$ cat src/rtl/shift_engine.sv
// Multi-lane shift engine: valid/ready accept, LANES bits per step, done pulse.
// Optional macro SHIFT_ENGINE_ABORT_EN adds abort_i to cancel a running operation.
module shift_engine #(
  parameter int WIDTH = 8,
  parameter int LANES = 1,
  parameter int CNT_W = $clog2(WIDTH/LANES)+1
) (
  input  logic             clk_i,
  input  logic             rst_ni,
  input  logic             start_valid_i,
  output logic             start_ready_o,
  input  logic [WIDTH-1:0] parallel_i,
  input  logic [CNT_W-1:0] count_i,
  input  logic             dir_i,
  input  logic [1:0]       mode_i,
  input  logic             hold_i,
  input  logic [LANES-1:0] serial_i,
`ifdef SHIFT_ENGINE_ABORT_EN
  input  logic             abort_i,
`endif
  output logic [LANES-1:0] serial_o,
  output logic [WIDTH-1:0] data_o,
  output logic             busy_o,
  output logic             done_o
);

  localparam logic [CNT_W-1:0] MAX_STEPS = CNT_W'(WIDTH/LANES);

  typedef enum logic [1:0] {
    ST_IDLE  = 2'd0,
    ST_SHIFT = 2'd1,
    ST_DONE  = 2'd2
  } state_t;

  state_t           state_r, state_nx;
  logic [WIDTH-1:0] data_r, data_nx;
  logic [CNT_W-1:0] cnt_r, cnt_nx;
  logic             dir_r, dir_nx;
  logic [1:0]       mode_r, mode_nx;
  logic             ready_r, busy_r, done_r;
  logic             abort_s;
  logic             dir_eff_s;

`ifdef SHIFT_ENGINE_ABORT_EN
  assign abort_s = abort_i;
`else
  assign abort_s = 1'b0;
`endif

  function automatic logic [WIDTH-1:0] shift_step(
    input logic [WIDTH-1:0] d,
    input logic             dr,
    input logic [1:0]       m,
    input logic [LANES-1:0] ser
  );
    logic [LANES-1:0] fill;
    if (!dr) begin
      case (m)
        2'b01:   fill = d[WIDTH-1 -: LANES];
        2'b10:   fill = {LANES{1'b0}};
        default: fill = ser;
      endcase
      return {d[WIDTH-LANES-1:0], fill};
    end else begin
      case (m)
        2'b01:   fill = d[LANES-1:0];
        2'b10:   fill = {LANES{d[WIDTH-1]}};
        default: fill = ser;
      endcase
      return {fill, d[WIDTH-1:LANES]};
    end
  endfunction

  // Next-state and datapath decode
  always_comb begin
    state_nx = state_r;
    data_nx  = data_r;
    cnt_nx   = cnt_r;
    dir_nx   = dir_r;
    mode_nx  = mode_r;
    case (state_r)
      ST_IDLE: begin
        if (start_valid_i) begin
          data_nx  = parallel_i;
          cnt_nx   = (count_i > MAX_STEPS) ? MAX_STEPS : count_i;
          dir_nx   = dir_i;
          mode_nx  = mode_i;
          state_nx = (cnt_nx == {CNT_W{1'b0}}) ? ST_DONE : ST_SHIFT;
        end else begin
          state_nx = ST_IDLE;
        end
      end
      ST_SHIFT: begin
        if (abort_s) begin
          state_nx = ST_IDLE;
        end else if (hold_i) begin
          state_nx = ST_SHIFT;
        end else begin
          data_nx  = shift_step(data_r, dir_r, mode_r, serial_i);
          cnt_nx   = cnt_r - {{(CNT_W-1){1'b0}}, 1'b1};
          state_nx = (cnt_r == {{(CNT_W-1){1'b0}}, 1'b1}) ? ST_DONE : ST_SHIFT;
        end
      end
      ST_DONE: begin
        state_nx = ST_IDLE;
      end
      default: begin
        state_nx = ST_IDLE;
      end
    endcase
  end

  // State, datapath and status flag registers
  always_ff @(posedge clk_i or negedge rst_ni) begin
    if (!rst_ni) begin
      state_r <= ST_IDLE;
      data_r  <= {WIDTH{1'b0}};
      cnt_r   <= {CNT_W{1'b0}};
      dir_r   <= 1'b0;
      mode_r  <= 2'b00;
      ready_r <= 1'b1;
      busy_r  <= 1'b0;
      done_r  <= 1'b0;
    end else begin
      state_r <= state_nx;
      data_r  <= data_nx;
      cnt_r   <= cnt_nx;
      dir_r   <= dir_nx;
      mode_r  <= mode_nx;
      ready_r <= (state_nx == ST_IDLE);
      busy_r  <= (state_nx != ST_IDLE);
      done_r  <= (state_nx == ST_DONE);
    end
  end

  // In IDLE the outgoing lanes follow the requested direction, otherwise the latched one
  assign dir_eff_s     = (state_r == ST_IDLE) ? dir_i : dir_r;
  assign serial_o      = dir_eff_s ? data_r[LANES-1:0] : data_r[WIDTH-1 -: LANES];
  assign data_o        = data_r;
  assign start_ready_o = ready_r;
  assign busy_o        = busy_r;
  assign done_o        = done_r & ~abort_s;

endmodule

$ cat config.mk
export PLATFORM = sky130hd
export DESIGN_NAME = shift_engine
export DESIGN_NICKNAME = d
export VERILOG_FILES = /design/src/rtl/shift_engine.sv
export SDC_FILE = /design/constraint.sdc
export NUM_CORES = 1
export LEC_CHECK = 0
export BUFFER_PORTS_ARGS = -buffer_cell sky130_fd_sc_hd__buf_2
export CORE_ASPECT_RATIO = 1.5
export CORE_MARGIN = 4
export CORE_UTILIZATION = 45
export CTS_CLUSTER_SIZE = 14
export DETAILED_ROUTE_END_ITERATION = 7
export GPL_ROUTABILITY_DRIVEN = 0
export PLACE_DENSITY = 0.71
export SKIP_CTS_REPAIR_TIMING = 1
export SYNTH_ARGS = -nofsm -noshare
export SYNTH_HDL_FRONTEND = slang
export SYNTH_SLANG_ARGS = --single-unit
$ cat constraint.sdc
create_clock -name clk_i -period 1.7 [get_ports clk_i]
set_clock_uncertainty 0.05 [all_clocks]
set_input_delay 0.34 -clock clk_i [delete_from_list [all_inputs] [get_ports clk_i]]
set_output_delay 0.34 -clock clk_i [all_outputs]
set_load 0.03 [all_outputs]
* After elaboration in Yosys (flattened, before gate mapping)
Index checks and enable logic that the tools add are counted.
** Word-level totals
- Logic and storage cells :: 44
- Flip-flop bits (word level) :: 20
- Output and inout port bits :: 12
** Operators by class
- Magnitude comparators :: 1
- Muxes and demuxes :: 17
- Add/sub/neg operators :: 1
- Reduce and logical (&&, ||, !) cells :: 8
- Equality and inequality tests :: 8
** Operators by type and width (number)
- two-way mux 8 bit :: 3
- case mux 8 bit (2 select lines) :: 1
- two-way mux 4 bit :: 3
- two-way mux 2 bit :: 4
- case mux 4 bit (2 select lines) :: 1
- == test 2 x 1 -> 1 bit (second input constant) :: 2
- == test 2 bit (second input constant) :: 2
- == test 4 x 1 -> 1 bit (second input constant) :: 1
- greater-than comparator 4 bit (second input constant) :: 1
- zero test 2 bit :: 2
- zero test 4 bit :: 1
- inequality test 2 bit (second input constant) :: 2
- case mux 1 bit (2 select lines) :: 2
- case mux 2 bit (2 select lines) :: 1
- AND reduction 4 bit :: 1
- nonzero test 2 bit :: 2
- subtractor 4 x 1 -> 4 bit (second input constant) :: 1
- inequality test 3 bit (second input constant) :: 1
- AND reduction 3 bit :: 1
- two-way mux 1 bit :: 2
- AND reduction 2 bit :: 1

* Depth between registers and ports, before layout
Gate-level depths: netlist (run 1).
- Word-level depth :: 7
- Depth in mapped cells :: 6
- Mapped depth without buffers :: 6

* Worst setup path before layout (run 1)
Ideal clock, no wire load.
- Path type :: register -> output
- Start point :: register state_r[1]
- End point :: output port serial_o
- Required time :: 1310 ps
- Arrival :: 1253 ps
- Stages on the path, launching flop included :: 5
- Buffers on the path :: 1
- Path slack :: 57 ps
- Cell sequence :: dfrtp_1 > buf_2 > nor2_1 > mux2i_1 > mux2_2
** Between the ends
- Longest elaborated chain between the ends :: 3
** Ends and longest elaborated chain
- start, declared :: line 35 : state_t state_r, state_nx;
- start signal, assigned :: line 125 : state_r <= state_nx;
- zero test 2 bit :: line 137 : assign dir_eff_s = (state_r == ST_IDLE) ? dir_i : dir_r;
- two-way mux 1 bit :: line 137
- two-way mux 1 bit :: line 138 : assign serial_o = dir_eff_s ? data_r[LANES-1:0] : data_r[WIDTH-1 -: LANES];
- end, declared :: line 21 : output logic [LANES-1:0] serial_o,
No other way between the ends.

* Worst setup path after layout (run 1)
- Start point :: register state_r[0]
- End point :: output port serial_o
The elaborated chain is that of the path after synthesis.

==> results.sh, run 1 <==
export IMPL_status="finished with violations"
export IMPL_violations="negative setup slack"
export IMPL_overflow=0
export IMPL_wl_mm=2.34
export IMPL_end_kind="output port"
export IMPL_ir_worst_vdd_v=0.00104
export IMPL_root_buffer="clkbuf_4"
export IMPL_path_class="flip-flop to output port"
export IMPL_drv_slew=0
export IMPL_p_per_area_nw_per_um2=1970
export IMPL_max_freq_mhz=515
export IMPL_post_route_util=0.609
export IMPL_hp_start="mode_i[1]"
export IMPL_cp_arrival_ns=1.55
export IMPL_drt_iter0_drc=16
export IMPL_dp_hpwl_mm=1.83
export IMPL_drc=0
export IMPL_min_to="mode_r[1]"
export IMPL_ant_nets=0
export IMPL_p_leak_nw=0.715
export IMPL_core_area_sq_um=2310
export IMPL_path_cells="nor2_2 > mux2i_1 > mux2_2 > buf_6"
export IMPL_clock_latency_ns=0.29
export IMPL_fill_cells=207
export IMPL_synth_area_leaders="dfrtp_1 43%, mux2i_1 7.2%, nor2_1 6.4%"
export IMPL_area_growth_pct=26.0
export IMPL_r2r_start="state_r[0]"
export IMPL_grt_antenna_before_repair=0
export IMPL_worstPathBufferInverterCount=1
export IMPL_netlist_area_sq_um=1120
export IMPL_cts_buffers=3
export IMPL_antenna_cells=0
export IMPL_grt_pass1_vias=943
export IMPL_dp_cells=180
export IMPL_setup_viol=1
export IMPL_layout_drive_gt1_share=0.290
export IMPL_die_y_um=69.0
export IMPL_wire_per_inst_um=12.7
export IMPL_fin_area_sq_um=1410
export IMPL_rsz0062_at_grt="yes"
export IMPL_slew_headroom=0.699
export IMPL_multi_input_area_sq_um=551
export IMPL_fin_nets=187
export IMPL_clock_sinks=20
export IMPL_required_ns=1.31
export IMPL_cts_path_max_buffers=2
export IMPL_synth_top_family_by_area="compound AO/OA/AOI/OAI gates"
export IMPL_finalCritPeriodShare=1.14
export IMPL_setup_slack_ns=-0.240
export IMPL_pin_count=32
export IMPL_ff2ff_setup_slack_ns=0.12
export IMPL_grt_first_pass_wirelength_mm=4.17
export IMPL_ys_seq_area_frac=0.449
export IMPL_synth_top_area_share=0.426
export IMPL_synth_top_flop_cell="dfrtp_1"
export IMPL_synth_edf_count=0
export IMPL_ys_async_sr_fraction=1.00
export IMPL_cts_max_level=1
export IMPL_slowest_stage="dfrtp_1"
export IMPL_clk_pin_slew_ns=0.12
export IMPL_cap_violations=0
export IMPL_crit_family="multiplexers"
export IMPL_firstDrtPassIters=4
export IMPL_hold_depth=3
export IMPL_period_needed_ns=1.94
export IMPL_rows=21
export IMPL_ys_types=32
export IMPL_synth_fp_nets=149
export IMPL_synth_area_leader_cell="dfrtp_1"
export IMPL_synth_compound_area_frac=0.174
export IMPL_fp_dieW_um=48.7
export IMPL_die_area_sq_um=3360
export IMPL_worstPathMaxFanout=2
export IMPL_vias_per_cell=5.26
export IMPL_regArea_sq_um=502
export IMPL_io_buffer_count=31
export IMPL_synth_simple_area_share=0.170
export IMPL_slowest_delay_ns=0.41
export IMPL_yosys_mux_area_fraction=0.102
export IMPL_num_vias=974
export IMPL_tightest_slew_ns=0.452
export IMPL_grt_total_usage=0.148
export IMPL_synth_fa_ha_area_frac=0.0448
export IMPL_stdcell_count=185
export IMPL_dp_slack_ns=0.0453
export IMPL_cts_tree="built"
export IMPL_avgSynthCellArea_sq_um=8.94
export IMPL_rr_worst_depth=5
export IMPL_rr_endpoint="cnt_r[0]"
export IMPL_cp_start_kind="flip-flop"
export IMPL_initial_core_util=0.483
export IMPL_min_path_type="input pin to flip-flop"
export IMPL_place_area_sq_um=1340
export IMPL_synth_xor_area_frac=0
export IMPL_ys_ff_latch=20
export IMPL_postSynthCellCount=125
export IMPL_hold_violations=0
export IMPL_synth_warnings=0
export IMPL_grt_max_degree=21
==> where the power goes <==
group,switching [mW],internal (mW),leakage (nW),total [mW]
combinational,0.877,0.661,0.446,1.54
sequential,0.168,0.681,0.242,0.849
clock,0.147,0.238,0.0279,0.385
==> through the flow <==
| stage | hold slack, ns | total power, mW | TNS (ns) |
|---|---|---|---|
| 3_5_place_dp | 0.268 | 2.37 | 0 |
| 6_report | 0.195 | 2.77 | -0.240 |
| 4_1_cts | -0.0643 | 2.76 | -0.304 |
| 5_1_grt | 0.185 | 3.02 | -0.333 |
| 3_3_place_gp | 0.269 | 2.33 | 0 |
| 2_1_floorplan | -0.00559 | 1.94 | 0 |
==> routing by layer <==
layer  vias to the layer above  share of wire  global-route usage
met2                        19           0.50               0.247
met1                       451           0.46               0.193
li1                        502              -                   -
met3                         2          0.043              0.0259
met4                         0         0.0060              0.0449
met5                         -              0                   0
==> how the worst max path moves through the flow <==
| stage | startpoint | end | slack [ns] | cells past startpoint |
|---|---|---|---|---|
| CTS | state_r[1] | serial_o | -0.30 | 4 |
| global route | state_r[0] | serial_o | -0.33 | 4 |
| floorplan | state_r[1] | serial_o | 0.06 | 4 |
| detailed placement | state_r[1] | serial_o | 0.05 | 4 |
| global placement | state_r[1] | serial_o | 0.06 | 4 |
| finish | state_r[0] | serial_o | -0.24 | 4 |
==> cells in the final DEF (no fill, tap or decap), types with 2 or more instances in the layout <==
cell,count
clkbuf_4,3
o21ai_1,8
o21ai_0,2
dfrtp_1,19
nor2_1,18
buf_4,6
a21o_1,2
inv_1,10
mux2_2,2
mux2i_1,8
ha_1,4
nand2b_1,3
a31oi_1,3
buf_2,30
nand2_1,9
a21oi_1,12
==> layout make-up <==
cell class,count,area share
Sequential cell,20,0.356
Clock inverter,1,0.0213
Inverter,10,0.0267
Multi-Input combinational cell,89,0.391
Clock buffer,3,0.0160
Tap cell,23,0.0204
Timing Repair Buffer,39,0.168
==> flip-flops by register name, indices dropped and copies added (netlist names) <==
register       flops
data_o             8
cnt_r              4
mode_r             2
state_r            2
busy_o             1
dir_r              1
done_o             1
start_ready_o      1
==> worst min-delay path: stages <==
cell and delay (ns):
buf_2 0.07, nand2_1 0.04, o21ai_0 0.06
==> synthesized netlist by cell type, drive strengths merged, types with 3 or more instances <==
master,n
a21oi,12
a31oi,3
buf,6
dfrtp,19
ha,4
inv,10
mux2,3
mux2i,8
nand2,9
nand2b,3
nor2,19
o21ai,10
==> cell families after synthesis <==
kind of cell / count (synthesis)
and+or+nand+nor: 41
buffers and inverters: 16
muxes: 11
adders and majority gates: 4
DFF: 20
AOI/OAI and AO/OA: 33
(Power assumes the default switching activity.)
==> run 2: changes to the inputs <==
Settings changed: ABC_AREA set to 1, PLACE_DENSITY 0.71 to 0.7, SKIP_LAST_GASP set to 1.
==> run 2 against run 1 <==
The flow still finishes with violations (negative setup slack). Synthesized area grew 8.0%. Cell count grew 33%. Die area grew 6.8%. Non-clock buffer count shrank 2. Highest routed layer unchanged.
==> results.sh, run 2 <==
export IMPL_synth_area_leaders="dfrtp_1 39%, nand2_1 18%, inv_1 9.0%"
export IMPL_swShare=0.502
export IMPL_setup_slack_ns=-0.0118
export IMPL_tightest_slew_ns=0.458
export IMPL_total_power_mw=2.77
export IMPL_grt_antenna_before_repair=0
export IMPL_clockPowerShare=0.088
export IMPL_fin_area_sq_um=1470
export IMPL_grt_total_usage=0.162
export IMPL_p_switching_mw=1.39
export IMPL_worstPathMaxFanout=3
export IMPL_stdcell_count=246
export IMPL_synth_simple_area_share=0.305
export IMPL_firstDrtPassIters=4
export IMPL_avgSynthCellArea_sq_um=7.01
export IMPL_root_buffer="clkbuf_4"
export IMPL_whs_ns=0.240
export IMPL_final_common_cell="nand2_1"
export IMPL_end_kind="output port"
export IMPL_synth_most_common_cell="nand2_1"
export IMPL_antenna_cells=0
export IMPL_grt_max_degree=21
export IMPL_cap_violations=0
export IMPL_violations="negative setup slack"
export IMPL_fin_nets=235
export IMPL_clk_pin_slew_ns=0.11
export IMPL_area_growth_pct=22.0
export IMPL_layout_drive_gt1_share=0.229
export IMPL_ys_async_sr_fraction=1.00
export IMPL_netlist_area_sq_um=1210
export IMPL_synth_top_family_by_area="simple AND/OR/NAND/NOR gates"
export IMPL_drt_iter0_drc=44
export IMPL_overflow=0
export IMPL_wire_per_inst_um=11.0
export IMPL_cp_start_kind="flip-flop"
export IMPL_max_freq_mhz=584
export IMPL_synth_top_area_share=0.394
export IMPL_synth_commonest_cells="57 x nand2_1, 29 x inv_1, 19 x dfrtp_1"
export IMPL_final_cell_mix="56 x nand2_1, 30 x buf_2, 29 x inv_1, 18 x dfrtp_1, 15 x o21ai_0"
export IMPL_rows=22
export IMPL_pwr_share_comb=0.615
export IMPL_io_buffer_count=31
export IMPL_cp_arrival_ns=1.32
export IMPL_cts_tree="built"
export IMPL_initial_core_util=0.482
export IMPL_multi_input_area_sq_um=579
export IMPL_dp_slack_ns=0.228
export IMPL_internal_power_mw=1.38
export IMPL_p_per_area_nw_per_um2=1890
export IMPL_regArea_sq_um=503
export IMPL_required_ns=1.31
export IMPL_num_vias=1196
export IMPL_fp_dieW_um=50.3
export IMPL_pin_count=32
export IMPL_slew_headroom=0.695
export IMPL_cts_path_max_buffers=2
export IMPL_die_area_sq_um=3590
export IMPL_vias_per_cell=4.86
export IMPL_p_leak_nw=0.848
export IMPL_rsz0062_at_grt="yes"
export IMPL_hold_violations=0
export IMPL_path_class="flip-flop to output port"
export IMPL_synth_fp_nets=196
export IMPL_synth_edf_count=0
export IMPL_postSynthCellCount=172
export IMPL_synth_compound_area_frac=0.124
export IMPL_synth_warnings=0
export IMPL_period_needed_ns=1.71
export IMPL_yosys_mux_area_fraction=0
export IMPL_synth_top_flop_cell="dfrtp_1"
export IMPL_drc=0
export IMPL_min_path_type="input pin to flip-flop"
export IMPL_fill_cells=248
export IMPL_die_y_um=71.4
export IMPL_synth_fa_ha_area_frac=0.0415
export IMPL_dp_hpwl_mm=2.05
export IMPL_core_area_sq_um=2500
export IMPL_ant_nets=0
export IMPL_cts_max_level=1
export IMPL_status="finished with violations"
export IMPL_ys_types=21
export IMPL_clock_latency_ns=0.30
export IMPL_ir_worst_vdd_v=0.000832
export IMPL_finalCritPeriodShare=1.01
export IMPL_place_area_sq_um=1410
export IMPL_synth_area_leader_cell="dfrtp_1"
export IMPL_ys_ff_latch=20
export IMPL_synth_xor_area_frac=0
export IMPL_grt_pass1_vias=1109
export IMPL_drv_slew=0
export IMPL_largest_reg_flops=8
export IMPL_wl_mm=2.70
export IMPL_clock_sinks=20
export IMPL_grt_first_pass_wirelength_mm=4.64
export IMPL_setup_viol=1
export IMPL_ys_seq_area_frac=0.416
export IMPL_dp_cells=239
export IMPL_seq_power_share=0.297
export IMPL_cts_buffers=3
[run 2: changes by cell type after synthesis, moves of 6 or more]
cell / previous run / this run
mux2i_1: 8 / 0
nand2_1: 9 / 57
o21ai_1: 8 / 0
a21oi_1: 12 / 6
o21ai_0: 2 / 17
nor2_1: 19 / 12
inv_1: 10 / 29
nand3_1: 1 / 13
[run 2: power groups by stage]
stage	clock, mW	combinational, mW	sequential, mW
2_1_floorplan	0	1.02	1.05
3_3_place_gp	0	1.61	0.825
4_1_cts	0.249	1.65	0.824
5_1_grt	0.266	1.94	0.848
3_5_place_dp	0	1.64	0.836
6_report	0.243	1.71	0.825
[run 2: cell families (layout without fill, tap and decap cells)]
kind of cell / count (synthesis) / in the layout
and+or+nand+nor: 88 / 88
buffers and inverters: 33 / 71
AOI/OAI and AO/OA: 27 / 27
DFF: 20 / 20
adders and majority gates: 4 / 4
[run 2: final cells by class]
cell class              count  share of cell area
flip-flops and latches     20               0.342
inverters                  30              0.0765
repair buffers             37               0.139
well taps                  36              0.0306
clock buffers               4              0.0179
multi-input cells         119               0.394
[run 2: per-layer routing]
metal	share of wire	up-vias	global-route usage
met5	0	-	0
met4	0.011	0	0.0677
met3	0.047	4	0.0249
met2	0.52	26	0.297
met1	0.42	552	0.183
li1	-	614	-
[run 2: stage by stage]
| stage | setup TNS (ns) | utilization |
|---|---|---|
| 2_1_floorplan | 0 | - |
| 3_3_place_gp | 0 | 0.561 |
| 3_5_place_dp | 0 | 0.561 |
| 4_1_cts | -0.124 | 0.571 |
| 5_1_grt | -0.0907 | 0.587 |
| 6_report | -0.0118 | 0.587 |
[run 2: final timing paths]
check                               from             to  slack (ns)  cells past startpoint
setup / recovery              state_r[0]       serial_o       -0.01                      6
hold / removal             start_valid_i  start_ready_o        0.24                      2
setup reg to reg              state_r[0]      data_o[7]        0.23                      6
hold reg to reg                 cnt_r[1]       cnt_r[1]        0.48                      2
max in group asynchronous         rst_ni  start_ready_o        0.80                      2
min in group asynchronous         rst_ni      data_o[0]        0.45                      2
[run 2: critical path: stages (launching register included)]
cell and delay (ns):
dfrtp_2 0.45, nor2_4 0.14, nand2_2 0.06, o21ai_2 0.06
nand2_1 0.06, o21ai_1 0.08, buf_4 0.18
==> run 3: changes to the inputs <==
Settings changed: CORE_MARGIN 4 to 2, RECOVER_POWER set to 100.
==> run 3 against run 2 <==
The flow now finishes without violations. Critical path depth is the same. Register-to-register slack worse by 0.04 ns. Cell count stayed put. Hold slack worse by 0.024 ns. Worst setup slack improved by 0.018 ns. Count of clock-buffer cells in the layout unchanged. Non-clock buffer count shrank 1. Critical path type unchanged.
==> results.sh, run 3 (synthesis results as in run 2) <==
export IMPL_endpoint="serial_o"
export IMPL_rows=23
export IMPL_critical_path_cell_count=6
export IMPL_cts_max_level=1
export IMPL_antenna_cells=0
export IMPL_cts_path_max_buffers=2
export IMPL_vias_per_cell=4.73
export IMPL_cts_tree="built"
export IMPL_drc=0
export IMPL_p_switching_mw=1.40
export IMPL_root_buffer="clkbuf_8"
export IMPL_clockPowerShare=0.113
export IMPL_status="finished clean"
export IMPL_ir_worst_vdd_v=0.000939
export IMPL_cap_violations=0
export IMPL_fin_area_sq_um=1470
export IMPL_pin_count=32
export IMPL_die_area_sq_um=3120
export IMPL_multi_input_area_sq_um=569
export IMPL_layout_drive_gt1_share=0.206
export IMPL_clk_pin_slew_ns=0.07
export IMPL_period_needed_ns=1.69
export IMPL_worstPathMaxFanout=3
export IMPL_rr_worst_depth=7
export IMPL_r2r_start="state_r[1]"
export IMPL_num_vias=1163
export IMPL_fin_setup_tns_ns=0
export IMPL_clock_latency_ns=0.26
export IMPL_grt_pass1_vias=1057
export IMPL_io_buffer_count=31
export IMPL_finalCritPeriodShare=0.997
export IMPL_ant_nets=0
export IMPL_hold_violations=0
export IMPL_cp_start_kind="flip-flop"
export IMPL_grt_antenna_before_repair=0
export IMPL_wl_mm=2.63
export IMPL_internal_power_mw=1.45
export IMPL_dp_hpwl_mm=2.00
export IMPL_final_common_cell="nand2_1"
export IMPL_total_power_mw=2.85
export IMPL_die_y_um=67.4
export IMPL_fill_cells=270
export IMPL_wire_per_inst_um=10.7
export IMPL_regArea_sq_um=503
export IMPL_max_freq_mhz=590
export IMPL_swShare=0.491
export IMPL_end_kind="output port"
export IMPL_drv_slew=0
export IMPL_p_leak_nw=0.836
export IMPL_slowest_delay_ns=0.43
export IMPL_min_path_type="input pin to asynchronous set/reset pin"
export IMPL_largest_reg_flops=8
export IMPL_cp_arrival_ns=1.30
export IMPL_pwr_share_comb=0.598
export IMPL_ff2ff_setup_slack_ns=0.19
export IMPL_crit_family="flip-flops"
export IMPL_timing_critical_path_mode_cell="nand2_1"
export IMPL_final_cell_mix="58 x nand2_1, 29 x inv_1, 27 x buf_2, 18 x dfrtp_1, 15 x o21ai_0"
export IMPL_p_per_area_nw_per_um2=1940
export IMPL_core_area_sq_um=2620
export IMPL_place_area_sq_um=1410
export IMPL_grt_total_usage=0.189
export IMPL_setup_viol=0
export IMPL_seq_power_share=0.290
export IMPL_post_route_util=0.560
export IMPL_slowest_stage="dfrtp_2"
export IMPL_grt_first_pass_wirelength_mm=4.34
export IMPL_crit_start="state_r[0]"
export IMPL_required_ns=1.31
export IMPL_overflow=0
export IMPL_clock_sinks=20
export IMPL_fp_dieW_um=46.3
export IMPL_worstPathBufferInverterCount=1
export IMPL_initial_core_util=0.461
export IMPL_path_cells="nor2_4 > nand2_1 > o21ai_2 > nand2_1 > o21ai_1 > buf_4"
export IMPL_cts_buffers=3
export IMPL_grt_max_degree=21
export IMPL_path_class="flip-flop to output port"
export IMPL_rsz0062_at_grt="yes"
export IMPL_fin_nets=234
export IMPL_firstDrtPassIters=4
export IMPL_slew_headroom=0.269
export IMPL_drt_iter0_drc=12
export IMPL_area_growth_pct=21.7
export IMPL_rr_endpoint="data_o[5]"
export IMPL_tightest_slew_ns=1.10
run 3: cell count changes in the layout (fill, tap and decap cells not counted):
cell           previous run  this run
dlygate4sd3_1             1         0
clkbuf_1                  1         4
nand2_2                   2         1
buf_2                    30        27
clkbuf_8                  0         3
nand2_4                   1         0
clkbuf_4                  3         0
nand2_1                  56        58
run 3: routing by layer:
metal | vias to the layer above | share of wire | wire length [um] | track usage
li1 | 607 | - | - | -
met1 | 527 | 0.43 | 1130 | 0.221
met2 | 22 | 0.52 | 1370 | 0.323
met3 | 7 | 0.027 | 72 | 0.0267
met4 | 0 | 0.023 | 60 | 0.0964
met5 | - | 0 | 0 | 0
run 3: area by class of cell:
type | instances | area share
Timing Repair Buffer | 36 | 0.130
Inverter | 30 | 0.0767
Tap cell | 37 | 0.0315
Multi-Input combinational cell | 119 | 0.388
Clock buffer | 4 | 0.0307
Sequential cell | 20 | 0.343
run 3: how the worst min path moves through the flow:
stage,start,depth (start not counted),end
3_5_place_dp,rst_ni,1,busy_o
4_1_cts,rst_ni,1,busy_o
3_3_place_gp,rst_ni,1,busy_o
5_1_grt,start_valid_i,2,start_ready_o
2_1_floorplan,rst_ni,0,busy_o
6_report,rst_ni,1,done_o
run 3: power groups by stage:
stage	clock network (mW)	registers [mW]	logic [mW]
5_1_grt	0.348	0.849	1.95
3_5_place_dp	0	0.835	1.65
2_1_floorplan	0	1.05	1.02
3_3_place_gp	0	0.825	1.61
6_report	0.321	0.825	1.70
4_1_cts	0.329	0.825	1.65
run 3: worst reg2reg max path, delay by kind of cell (launching register included):
family	cells	cell delay, ns
AO/OA/AOI/OAI	2	0.27
buffers and inverters	2	0.26
AND/OR/NAND/NOR	3	0.41
flip-flops	1	0.42
run 3: metrics by stage:
stage               hold WS, ns  setup WS (ns)  cells
finish                    0.216        0.00593    246
global placement          0.268          0.261    240
floorplan              -0.00559         0.0989    172
global route              0.293        -0.0623    246
detailed placement        0.267          0.225    240
CTS                     -0.0129        -0.0677    244
